<file path="config.mk">
export PLATFORM = sky130hd
export DESIGN_NAME = nn_sequencer_flat
export DESIGN_NICKNAME = d
export VERILOG_FILES = /design/src/rtl/nn_sequencer_if.sv /design/src/rtl/nn_sequencer.sv /design/src/flat_wrapper.sv
export SDC_FILE = /design/constraint.sdc
export NUM_CORES = 1
export LEC_CHECK = 0
export ABC_AREA = 1
export ABC_CLOCK_PERIOD_IN_PS = 11600
export BUFFER_PORTS_ARGS = -buffer_cell sky130_fd_sc_hd__buf_2
export CORE_UTILIZATION = 45
export DETAILED_ROUTE_END_ITERATION = 7
export PLACE_DENSITY = 0.74
export SLEW_MARGIN = 20
export SYNTH_ARGS = -nofsm -noshare
export SYNTH_HDL_FRONTEND = slang
export SYNTH_SLANG_ARGS = --single-unit
</file>
<file path="constraint.sdc">
create_clock -name clk -period 11.6 [get_ports clk]
set_input_delay 3.48 -clock clk [delete_from_list [all_inputs] [get_ports clk]]
set_output_delay 3.48 -clock clk [all_outputs]
set_load 0.02 [all_outputs]
</file>
<file path="src/rtl/nn_sequencer_if.sv">
// Bus bundle between the NN instruction sequencer and the rest of the accelerator.
// master = sequencer side; slave = host, instruction memory and datapath side.
interface nn_sequencer_if #(
  parameter int unsigned INST_W = 32,
  parameter int unsigned IM_AW  = 8,
  parameter int unsigned XY_AW  = 10,
  parameter int unsigned W_AW   = 10,
  parameter int unsigned MASK_W = 2
);
  logic              start;
  logic [IM_AW-1:0]  start_addr;
  logic              abort;
  logic              busy;
  logic              done;
  logic              error;
  logic              inst_rd_en;
  logic [IM_AW-1:0]  inst_addr;
  logic [INST_W-1:0] inst_data;
  logic              buffer_empty;
  logic              mac_acc_update;
  logic              mac_acc_loopback;
  logic              serializer_update;
  logic              serializer_shift;
  logic [MASK_W-1:0] act_mask;
  logic [XY_AW-1:0]  xy_read_addr;
  logic [W_AW-1:0]   w_addr;
  logic              xy_write_enable;
  logic [XY_AW-1:0]  xy_write_addr;

  modport master (
    input  start, start_addr, abort, inst_data, buffer_empty,
    output busy, done, error, inst_rd_en, inst_addr,
    output mac_acc_update, mac_acc_loopback, serializer_update, serializer_shift,
    output act_mask, xy_read_addr, w_addr, xy_write_enable, xy_write_addr
  );

  modport slave (
    output start, start_addr, abort, inst_data, buffer_empty,
    input  busy, done, error, inst_rd_en, inst_addr,
    input  mac_acc_update, mac_acc_loopback, serializer_update, serializer_shift,
    input  act_mask, xy_read_addr, w_addr, xy_write_enable, xy_write_addr
  );
endinterface

</file>
<file path="src/rtl/nn_sequencer.sv">
// Instruction sequencer for the NN accelerator: MATMUL bursts, nested hardware loops,
// and ACCMOV write-back delayed to match the activation latency.
module nn_sequencer #(
  parameter int unsigned INST_W     = 32,
  parameter int unsigned IM_AW      = 8,
  parameter int unsigned XY_AW      = 10,
  parameter int unsigned W_AW       = 10,
  parameter int unsigned CNT_W      = 8,
  parameter int unsigned MASK_W     = 2,
  parameter int unsigned LOOP_DEPTH = 4,
  parameter int unsigned ACT_LAT    = 2
) (
  input logic            clk,
  input logic            reset,
  nn_sequencer_if.master bus
);

  localparam int unsigned SpW  = $clog2(LOOP_DEPTH + 1);
  localparam int unsigned IdxW = (LOOP_DEPTH > 1) ? $clog2(LOOP_DEPTH) : 1;
  localparam int unsigned KW   = CNT_W + 1;

  typedef enum logic [2:0] {
    StIdle, StFetch, StDecode, StMac, StMove, StWaitbuf
  } state_e;

  typedef enum logic [2:0] {
    OpNop, OpMatmul, OpAccmov, OpJump, OpLoop, OpEndloop, OpWaitbuf, OpHalt
  } op_e;

  state_e            state_q, state_d;
  logic [IM_AW-1:0]  pc_q, pc_d;
  logic              error_q, error_d;
  logic [SpW-1:0]    sp_q, sp_d;
  logic [IM_AW-1:0]  stk_pc_q [LOOP_DEPTH];
  logic [IM_AW-1:0]  stk_pc_d [LOOP_DEPTH];
  logic [CNT_W-1:0]  stk_cnt_q [LOOP_DEPTH];
  logic [CNT_W-1:0]  stk_cnt_d [LOOP_DEPTH];
  logic [XY_AW-1:0]  x_q, x_d;
  logic [W_AW-1:0]   wb_q, wb_d;
  logic [CNT_W-1:0]  cnt_q, cnt_d;
  logic [XY_AW-1:0]  y_q, y_d;
  logic [CNT_W-1:0]  len_q, len_d;
  logic [KW-1:0]     k_q, k_d;
  logic [MASK_W-1:0] mask_q, mask_d;

  logic              rd_en, done, mac_up, mac_lb, ser_up, shift, flush;
  logic              wr_en;
  logic [XY_AW-1:0]  wr_addr, shift_addr;
  logic [IM_AW-1:0]  pc_inc;
  logic [IdxW-1:0]   top_idx, push_idx;
  logic [KW-1:0]     move_end;

  op_e               op;
  logic [XY_AW-1:0]  f_xy;
  logic [W_AW-1:0]   f_w;
  logic [CNT_W-1:0]  f_cnt, f_len, f_lcnt;
  logic [MASK_W-1:0] f_mask;
  logic [IM_AW-1:0]  f_target;

  // Field layout is LSB-first; which slice applies depends on the opcode.
  assign op       = op_e'(bus.inst_data[INST_W-1 -: 3]);
  assign f_xy     = bus.inst_data[XY_AW-1:0];
  assign f_w      = bus.inst_data[XY_AW +: W_AW];
  assign f_cnt    = bus.inst_data[XY_AW+W_AW +: CNT_W];
  assign f_len    = bus.inst_data[XY_AW +: CNT_W];
  assign f_mask   = bus.inst_data[XY_AW+CNT_W +: MASK_W];
  assign f_target = bus.inst_data[IM_AW-1:0];
  assign f_lcnt   = bus.inst_data[CNT_W-1:0];

  assign pc_inc     = pc_q + IM_AW'(1);
  assign top_idx    = IdxW'(sp_q - SpW'(1));
  assign push_idx   = IdxW'(sp_q);
  assign move_end   = {1'b0, len_q} + KW'(ACT_LAT);
  assign shift_addr = y_q + XY_AW'(k_q);
  assign flush      = bus.abort && (state_q != StIdle);

  always_comb begin
    state_d   = state_q;
    pc_d      = pc_q;
    error_d   = error_q;
    sp_d      = sp_q;
    stk_pc_d  = stk_pc_q;
    stk_cnt_d = stk_cnt_q;
    x_d       = x_q;
    wb_d      = wb_q;
    cnt_d     = cnt_q;
    y_d       = y_q;
    len_d     = len_q;
    k_d       = k_q;
    mask_d    = mask_q;
    rd_en     = 1'b0;
    done      = 1'b0;
    mac_up    = 1'b0;
    mac_lb    = 1'b0;
    ser_up    = 1'b0;
    shift     = 1'b0;

    unique case (state_q)
      StIdle: begin
        if (bus.start) begin
          pc_d    = bus.start_addr;
          error_d = 1'b0;
          sp_d    = '0;
          state_d = StFetch;
        end
      end
      StFetch: begin
        rd_en   = 1'b1;
        state_d = StDecode;
      end
      StDecode: begin
        state_d = StFetch;
        unique case (op)
          OpNop:  pc_d = pc_inc;
          OpJump: pc_d = f_target;
          OpMatmul: begin
            x_d     = f_xy;
            wb_d    = f_w;
            cnt_d   = f_cnt;
            k_d     = '0;
            state_d = StMac;
          end
          OpAccmov: begin
            ser_up  = 1'b1;
            mask_d  = f_mask;
            y_d     = f_xy;
            len_d   = f_len;
            k_d     = '0;
            state_d = StMove;
          end
          OpLoop: begin
            if (sp_q == SpW'(LOOP_DEPTH)) begin
              error_d = 1'b1;
              sp_d    = '0;
              state_d = StIdle;
            end else begin
              stk_pc_d[push_idx]  = pc_inc;
              stk_cnt_d[push_idx] = f_lcnt;
              sp_d                = sp_q + SpW'(1);
              pc_d                = pc_inc;
            end
          end
          OpEndloop: begin
            if (sp_q == '0) begin
              error_d = 1'b1;
              state_d = StIdle;
            end else if (stk_cnt_q[top_idx] == '0) begin
              sp_d = sp_q - SpW'(1);
              pc_d = pc_inc;
            end else begin
              stk_cnt_d[top_idx] = stk_cnt_q[top_idx] - CNT_W'(1);
              pc_d               = stk_pc_q[top_idx];
            end
          end
          OpWaitbuf: state_d = StWaitbuf;
          OpHalt: begin
            done    = 1'b1;
            sp_d    = '0;
            state_d = StIdle;
          end
          default: state_d = StIdle;
        endcase
      end
      StMac: begin
        mac_up = 1'b1;
        mac_lb = (k_q != '0);
        k_d    = k_q + KW'(1);
        if (k_q == {1'b0, cnt_q}) begin
          pc_d    = pc_inc;
          state_d = StFetch;
        end
      end
      StMove: begin
        // Shifts stop after length+1 beats; the state lingers until the delayed writes drain.
        shift = (k_q <= {1'b0, len_q});
        k_d   = k_q + KW'(1);
        if (k_q == move_end) begin
          pc_d    = pc_inc;
          state_d = StFetch;
        end
      end
      StWaitbuf: begin
        if (bus.buffer_empty) begin
          pc_d    = pc_inc;
          state_d = StFetch;
        end
      end
      default: state_d = StIdle;
    endcase

    if (flush) begin
      state_d = StIdle;
      sp_d    = '0;
      error_d = error_q;
      done    = 1'b0;
    end
  end

  always_ff @(posedge clk or posedge reset) begin
    if (reset) begin
      state_q <= StIdle;
      pc_q    <= '0;
      error_q <= 1'b0;
      sp_q    <= '0;
      x_q     <= '0;
      wb_q    <= '0;
      cnt_q   <= '0;
      y_q     <= '0;
      len_q   <= '0;
      k_q     <= '0;
      mask_q  <= '0;
      for (int unsigned i = 0; i < LOOP_DEPTH; i++) begin
        stk_pc_q[i]  <= '0;
        stk_cnt_q[i] <= '0;
      end
    end else begin
      state_q   <= state_d;
      pc_q      <= pc_d;
      error_q   <= error_d;
      sp_q      <= sp_d;
      x_q       <= x_d;
      wb_q      <= wb_d;
      cnt_q     <= cnt_d;
      y_q       <= y_d;
      len_q     <= len_d;
      k_q       <= k_d;
      mask_q    <= mask_d;
      stk_pc_q  <= stk_pc_d;
      stk_cnt_q <= stk_cnt_d;
    end
  end

  // Write strobe/address trail the shift by ACT_LAT cycles; abort empties the pipe.
  if (ACT_LAT == 0) begin : g_nopipe
    assign wr_en   = shift;
    assign wr_addr = shift_addr;
  end else begin : g_pipe
    logic [ACT_LAT-1:0] en_q;
    logic [XY_AW-1:0]   addr_q [ACT_LAT];

    always_ff @(posedge clk or posedge reset) begin
      if (reset) begin
        en_q <= '0;
        for (int unsigned i = 0; i < ACT_LAT; i++) addr_q[i] <= '0;
      end else if (flush) begin
        en_q <= '0;
      end else begin
        en_q[0]   <= shift;
        addr_q[0] <= shift_addr;
        for (int unsigned i = 1; i < ACT_LAT; i++) begin
          en_q[i]   <= en_q[i-1];
          addr_q[i] <= addr_q[i-1];
        end
      end
    end

    assign wr_en   = en_q[ACT_LAT-1];
    assign wr_addr = addr_q[ACT_LAT-1];
  end

  assign bus.busy              = (state_q != StIdle);
  assign bus.done              = done;
  assign bus.error             = error_q;
  assign bus.inst_rd_en        = rd_en;
  assign bus.inst_addr         = pc_q;
  assign bus.mac_acc_update    = mac_up;
  assign bus.mac_acc_loopback  = mac_lb;
  assign bus.serializer_update = ser_up;
  assign bus.serializer_shift  = shift;
  assign bus.act_mask          = mask_q;
  assign bus.xy_read_addr      = (state_q == StMac) ? x_q + XY_AW'(k_q) : '0;
  assign bus.w_addr            = (state_q == StMac) ? wb_q + W_AW'(k_q) : '0;
  assign bus.xy_write_enable   = wr_en;
  assign bus.xy_write_addr     = wr_en ? wr_addr : '0;

endmodule

</file>
<file path="src/flat_wrapper.sv">
// flat-port wrapper written by rule: the top's interface ports become plain ports
module nn_sequencer_flat 
#(
  parameter int unsigned INST_W     = 32,
  parameter int unsigned IM_AW      = 8,
  parameter int unsigned XY_AW      = 10,
  parameter int unsigned W_AW       = 10,
  parameter int unsigned CNT_W      = 8,
  parameter int unsigned MASK_W     = 2,
  parameter int unsigned LOOP_DEPTH = 4,
  parameter int unsigned ACT_LAT    = 2
)
  (clk, reset, bus_start, bus_start_addr, bus_abort, bus_inst_data, bus_buffer_empty, bus_busy, bus_done, bus_error, bus_inst_rd_en, bus_inst_addr, bus_mac_acc_update, bus_mac_acc_loopback, bus_serializer_update, bus_serializer_shift, bus_act_mask, bus_xy_read_addr, bus_w_addr, bus_xy_write_enable, bus_xy_write_addr);
  nn_sequencer_if #(.INST_W(INST_W), .IM_AW(IM_AW), .XY_AW(XY_AW), .W_AW(W_AW), .MASK_W(MASK_W)) bus_i ();
  input logic clk;
  input logic reset;
  input wire logic [$bits(bus_i.start)-1:0] bus_start;
  input wire logic [$bits(bus_i.start_addr)-1:0] bus_start_addr;
  input wire logic [$bits(bus_i.abort)-1:0] bus_abort;
  input wire logic [$bits(bus_i.inst_data)-1:0] bus_inst_data;
  input wire logic [$bits(bus_i.buffer_empty)-1:0] bus_buffer_empty;
  output wire logic [$bits(bus_i.busy)-1:0] bus_busy;
  output wire logic [$bits(bus_i.done)-1:0] bus_done;
  output wire logic [$bits(bus_i.error)-1:0] bus_error;
  output wire logic [$bits(bus_i.inst_rd_en)-1:0] bus_inst_rd_en;
  output wire logic [$bits(bus_i.inst_addr)-1:0] bus_inst_addr;
  output wire logic [$bits(bus_i.mac_acc_update)-1:0] bus_mac_acc_update;
  output wire logic [$bits(bus_i.mac_acc_loopback)-1:0] bus_mac_acc_loopback;
  output wire logic [$bits(bus_i.serializer_update)-1:0] bus_serializer_update;
  output wire logic [$bits(bus_i.serializer_shift)-1:0] bus_serializer_shift;
  output wire logic [$bits(bus_i.act_mask)-1:0] bus_act_mask;
  output wire logic [$bits(bus_i.xy_read_addr)-1:0] bus_xy_read_addr;
  output wire logic [$bits(bus_i.w_addr)-1:0] bus_w_addr;
  output wire logic [$bits(bus_i.xy_write_enable)-1:0] bus_xy_write_enable;
  output wire logic [$bits(bus_i.xy_write_addr)-1:0] bus_xy_write_addr;
  assign bus_i.start = bus_start;
  assign bus_i.start_addr = bus_start_addr;
  assign bus_i.abort = bus_abort;
  assign bus_i.inst_data = bus_inst_data;
  assign bus_i.buffer_empty = bus_buffer_empty;
  assign bus_busy = bus_i.busy;
  assign bus_done = bus_i.done;
  assign bus_error = bus_i.error;
  assign bus_inst_rd_en = bus_i.inst_rd_en;
  assign bus_inst_addr = bus_i.inst_addr;
  assign bus_mac_acc_update = bus_i.mac_acc_update;
  assign bus_mac_acc_loopback = bus_i.mac_acc_loopback;
  assign bus_serializer_update = bus_i.serializer_update;
  assign bus_serializer_shift = bus_i.serializer_shift;
  assign bus_act_mask = bus_i.act_mask;
  assign bus_xy_read_addr = bus_i.xy_read_addr;
  assign bus_w_addr = bus_i.w_addr;
  assign bus_xy_write_enable = bus_i.xy_write_enable;
  assign bus_xy_write_addr = bus_i.xy_write_addr;
  nn_sequencer #(.INST_W(INST_W), .IM_AW(IM_AW), .XY_AW(XY_AW), .W_AW(W_AW), .CNT_W(CNT_W), .MASK_W(MASK_W), .LOOP_DEPTH(LOOP_DEPTH), .ACT_LAT(ACT_LAT)) u_core (.clk(clk), .reset(reset), .bus(bus_i));
endmodule
</file>
* Word-level counts from Yosys, hierarchy flattened *
Cells that the tools add are included.
Widths: inputs -> output; s select.

storage, ports and cells
  output and inout port bits = 49
  input bits = 45
  logic and storage cells = 163
  bits in registers = 158

cells by class
  add/subtract/negate cells = 9
  reduce and logical (&&, ||, !) cells = 25
  order comparisons = 5
  bitwise logic cells = 4
  mux-type cells = 62
  eq/ne operators = 36

operator list
  operator             count
  $mux 8               13
  $bwmux 32            3
  $mux 32              3
  $pmux 32 s2          1
  $pmux 8 s5           1
  $pmux 3 s6           2
  $bmux 8 s2           2
  $demux 8 s2          2
  $pmux 8 s4           1
  $add 10x9->10        3
  $mux 10              3
  $mux 3               10
  $eq 3x3->1 const B   7
  $pmux 9 s2           1
  $ne 3x2->1 const B   5
  $mux 1               14
  $eq 3x2->1 const B   4
  $ne 2x2->1 const B   6
  $reduce_and 5->1     2
  $add 8x2->9 const B  1
  $add 9x1->9 const B  1
  $eq 9x8->1           1
  $eq 9x9->1           1
  $le 9x8->1           1
  other kinds (34)     53

* Longest topological paths before layout *
  depth after elaboration = 11
  mapped depth = 21
  depth with buffers taken out = 16

* Worst setup path before layout *
No wires, ideal clock.

  kind = input-to-output
  from = input bus_abort
  to = output bus_done
  arrival time = 4.278 ns
  buffers on the path = 1
  data required time = 8.120 ns
  path slack = 3.842 ns
  stages = 4
  path through = nand2_1 -> inv_1 -> clkbuf_1 -> nor2_1

on the way
  word-level cells in the longest chain between the ends = 2

RTL lines
  what               RTL line             RTL
  from (decl)        flat_wrapper.sv:19   input wire logic [$bits(bus_i.abort)-1:0] bus_abort;
  $logic_and 1x1->1  nn_sequencer.sv:75   assign flush = bus.abort && (state_q != StIdle);
  $mux 1             nn_sequencer.sv:191  if (flush) begin
  to (decl)          flat_wrapper.sv:23   output wire logic [$bits(bus_i.done)-1:0] bus_done;

No other way between the ends.

* Worst setup path after layout *
Ends and elaborated chain as after synthesis.

==> flow_summary_export.csv <==
group,metric,value,unit
floorplan,rows,54,
sta,slew_headroom,41.27,%
global_route,grt_start_max_net_pins,88,
sta,max_freq,0.1148,GHz
clock_tree,ctsRootBufferMaster,"clkbuf_16",
worst_setup_path,start_kind,"input pin",
final_layout,post-route-util,51.97,%
routing,drt_iter0_drc,748,
floorplan,io_pins,94,
worst_setup_path,r2r_end,"u_core.stk_cnt_q[30]",
logic_synthesis,synth_xor_area_share,1.826,%
global_route,grt_pass1_wl,42850,microns
logic_synthesis,synth-main-ff-cell,"dfrtp_1",
logic_synthesis,synth_adder_area_share,6.436,%
logic_synthesis,async_flop_share,100.0,%
logic_synthesis,synth_cell_type_count,55,
clock_tree,htreeDepth,4,
clock_tree,cts.sinks,158,
min_path,min-delay-start,"u_core.g_pipe.en_q[0]",
logic_synthesis,synth_area_per_cell,7.282,sq um
worst_setup_path,cp.arrival,5.23,ns
min_path,hold_path_class,"register to register",
placed_design,detailed_place_hpwl,18910,microns
sta,slew_viol_final,0,
worst_setup_path,cpMaxStageDelayCell,"inv_1",
routing,routed_wl,26760,microns
logic_synthesis,yosys.area_share.simple,29.41,%
global_route,grt_pass1_vias,8630,
routing,viasPerCell,5.380,
sta,setup_ws,2.893,ns
worst_setup_path,path_cells,"buf_2, nand2_1, inv_1, nor2_1, buf_2",
sta,worst_pin_slew,0.8800,ns
sta,finClkSkew,0.01613,ns
logic_synthesis,synthCells,1383,
power_and_ir_drop,p_per_area,240.2,mW/mm^2
logic_synthesis,yosysWarnings,0,
floorplan,start_util,46.00,%
routing,vias,9448,
logic_synthesis,yosys-top-cells-area,"dfrtp_1 (39%), nand2_1 (18%), o21ai_0 (6.9%), inv_1 (5.9%), ha_1 (5.8%)",
floorplan,dieArea,0.02298,sq mm
clock_tree,hold_buffers,0,
logic_synthesis,yosysTopAreaCell,"dfrtp_1",
routing,antenna_left,0,
worst_setup_path,worstPathMaxFanout,32,
clock_tree,clk_path_buf_depth,2,
sta,fin_tns_setup,0,ns
logic_synthesis,synth-compound-area-share,14.50,%
logic_synthesis,synth.area.mux_share,0,%
worst_setup_path,reg2reg_from,"u_core.sp_q[0]",
placed_design,place_congestion,0.9283,
floorplan,core-area,0.02189,sq mm
final_layout,drive_above_1_share,13.36,%
final_layout,seq_area,0.003954,sq mm
clock_tree,cts.clk_slew.worst_paths,0.06,ns
flow_run,maxCapViolations,0,
sta,rsz0062_at_grt,"no",
sta,setup_violations,0,
global_route,track_usage,24.20,%
worst_setup_path,rr_worst_depth,14,
clock_tree,insertion_delay,0.44,ns
logic_synthesis,syn_nets,1478,
placed_design,dpl_cell_area,0.01073,sq mm
min_path,holdPathStages,2,
clock_tree,postCtsSetupRepairBufs,0,
placed_design,dp_slack,2.889,ns
final_layout,fin_nets,1557,
logic_synthesis,ys_seq_elements,158,
min_path,hold_end,"u_core.g_pipe.en_q[1]",
final_layout,multi_input_area,0.005254,sq mm
sta,period_needed,8.707,ns
worst_setup_path,endpoint_kind,"primary output",
status,status,"finished, final reports clean",
worst_setup_path,cp_common_cell,"buf_2",
global_route,grt_overflow_total,0,
logic_synthesis,netlist_area,0.01007,sq mm
floorplan,die_x,151.6,microns
final_layout,fillerInstances,2108,
worst_setup_path,required,8.12,ns
final_layout,area_growth,12.97,%
power_and_ir_drop,power.total,0.002733,W
clock_tree,cts_resized,0,
power_and_ir_drop,ir_drop,95.60,uV
worst_setup_path,crit_family,"buffers and inverters",
sta,min_period_over_period,75.06,%
final_layout,final_area,0.01138,sq mm
worst_setup_path,r2r_slack,7.72,ns
floorplan,die_h,151.6,microns
global_route,antenna_found_initial,0,
placed_design,portBuffers,92,
power_and_ir_drop,p_leak,6.060,nW
logic_synthesis,synth_top_family_by_area,"simple AND/OR/NAND/NOR gates",
worst_setup_path,critical_path.max_stage_delay,0.60,ns
routing,drc,0,
sta,finalHoldViolations,0,
routing,route.detailed.wl_per_inst,15.24,microns
worst_setup_path,crit_type,"input pin to primary output",
worst_setup_path,cp.buffers_inverters,3,
logic_synthesis,ys_seq_area_share,39.26,%
clock_tree,cts_tree,"built",
routing,firstDrtPassIters,5,
logic_synthesis,yosys.area.top_type_share,39.26,%
logic_synthesis,synth_edf_count,0,
clock_tree,cts_made_buffers,17,
==> routing by layer <==
| layer | track usage, % | share of wire (%) | routed length [microns] | up-vias |
|---|---|---|---|---|
| li1 | - | - | - | 4630 |
| met1 | 30.94 | 44 | 11890 | 4448 |
| met2 | 40.43 | 47 | 12550 | 310 |
| met3 | 4.641 | 5.7 | 1514 | 60 |
| met4 | 9.208 | 3.0 | 803 | 0 |
| met5 | 0 | 0 | 0 | - |
==> Yosys cell counts (2+ instances only) <==
master,n
clkbuf_1,20
nand2_4,2
nand4_1,12
xnor2_1,13
inv_1,157
fa_1,3
xor2_1,8
nand3_1,83
a22o_1,6
buf_6,5
a21oi_1,60
clkinv_1,2
a22oi_1,5
inv_2,10
nand2_1,476
a21oi_4,4
nor2_2,5
nor2_1,63
o21ai_2,7
a31oi_1,4
o22ai_1,16
o21ai_0,138
nand2_2,18
nor2_8,3
buf_2,8
nand3_2,4
a221oi_1,2
inv_4,3
ha_1,47
buf_4,2
nor4_1,4
o211ai_1,2
or2_2,3
nor3_1,8
dfrtp_1,158
o21ai_1,3
==> area by class of cell <==
class                           instances  area share (%)
Timing Repair Buffer                   96           4.344
Tap cell                              280           3.079
Clock buffer                           17           3.739
Inverter                              174           5.961
Sequential cell                       158           34.75
Clock inverter                         15           1.925
Antenna cell                            1         0.02199
Multi-Input combinational cell       1015           46.18
==> placed cells by master, fill, tap and decap left out, drive strengths merged <==
cell type  Yosys  layout
bufinv         0       4
nand3b         2       2
inv          172     181
o21ai        148     148
a22oi          5       5
xor2           8       8
nand3         88      88
a31oi          4       4
nand4         12      12
o2111ai        1       1
a211oi         1       1
a21o           1       1
o22ai         16      16
o221ai         1       1
o21a           1       1
nand2        497     497
ha            47      47
nor2          71      71
a221oi         2       2
fa             3       3
xnor2         13      13
a41oi          1       1
a22o           6       6
o211ai         2       2
diode          0       1
o32ai          1       1
or2            4       4
o31ai          1       1
clkbuf        20      17
nor4           4       4
buf           16      96
nor3          10      10
dfrtp        158     158
clkinvlp       0       1
clkinv         2       3
a21oi         65      65
==> worst min-delay path, cell delays in order, from the launching register on <==
cell and delay, ns:
dfrtp_1 0.36, inv_1 0.05, nor2_1 0.03
==> per-stage QoR <==
stage          hold WS [ns]  cells
2_1_floorplan        0.4417   1383
3_3_place_gp         0.4538   1723
3_5_place_dp         0.4596   1723
4_1_cts              0.4732   1755
5_1_grt              0.4816   1755
6_report             0.4670   1756
==> cells by family (layout without fill, tap and decap cells) <==
group	Yosys count	count (layout)
and+or+nand+nor	688	688
adders and majority gates	50	50
other	0	1
AOI/OAI and AO/OA	256	256
DFF	158	158
buffers and inverters	210	302
xor gates and xnor gates	21	21
==> how the worst max path moves through the flow <==
stage               depth (start not counted)       from  slack, ns  endpoint
floorplan                                   4  bus_abort       3.84  bus_done
global placement                            5  bus_abort       2.84  bus_done
detailed placement                          5  bus_abort       2.89  bus_done
CTS                                         5  bus_abort       2.88  bus_done
global route                                5  bus_abort       2.74  bus_done
finish                                      5  bus_abort       2.89  bus_done
==> state kept, by name, summed over array words and instances (netlist names), 3 cells and up <==
name	flops
u_core.cnt_q	8
u_core.y_q	10
u_core.k_q	9
u_core.stk_pc_q	32
u_core.stk_cnt_q	32
u_core.wb_q	10
u_core.state_q	3
u_core.wr_addr	10
u_core.x_q	10
u_core.bus.inst_addr	8
u_core.sp_q	3
u_core.len_q	8
u_core.g_pipe.addr_q	10
==> power breakdown <==
part / internal, W / switching, W / leakage [nW]
Sequential: 0.000731 / 0.000172 / 2.09
Combinational: 0.000414 / 0.000795 / 3.65
Clock: 0.000369 / 0.000253 / 0.315
Total: 0.00151 / 0.00122 / 6.06
(Power assumes the default switching activity.)
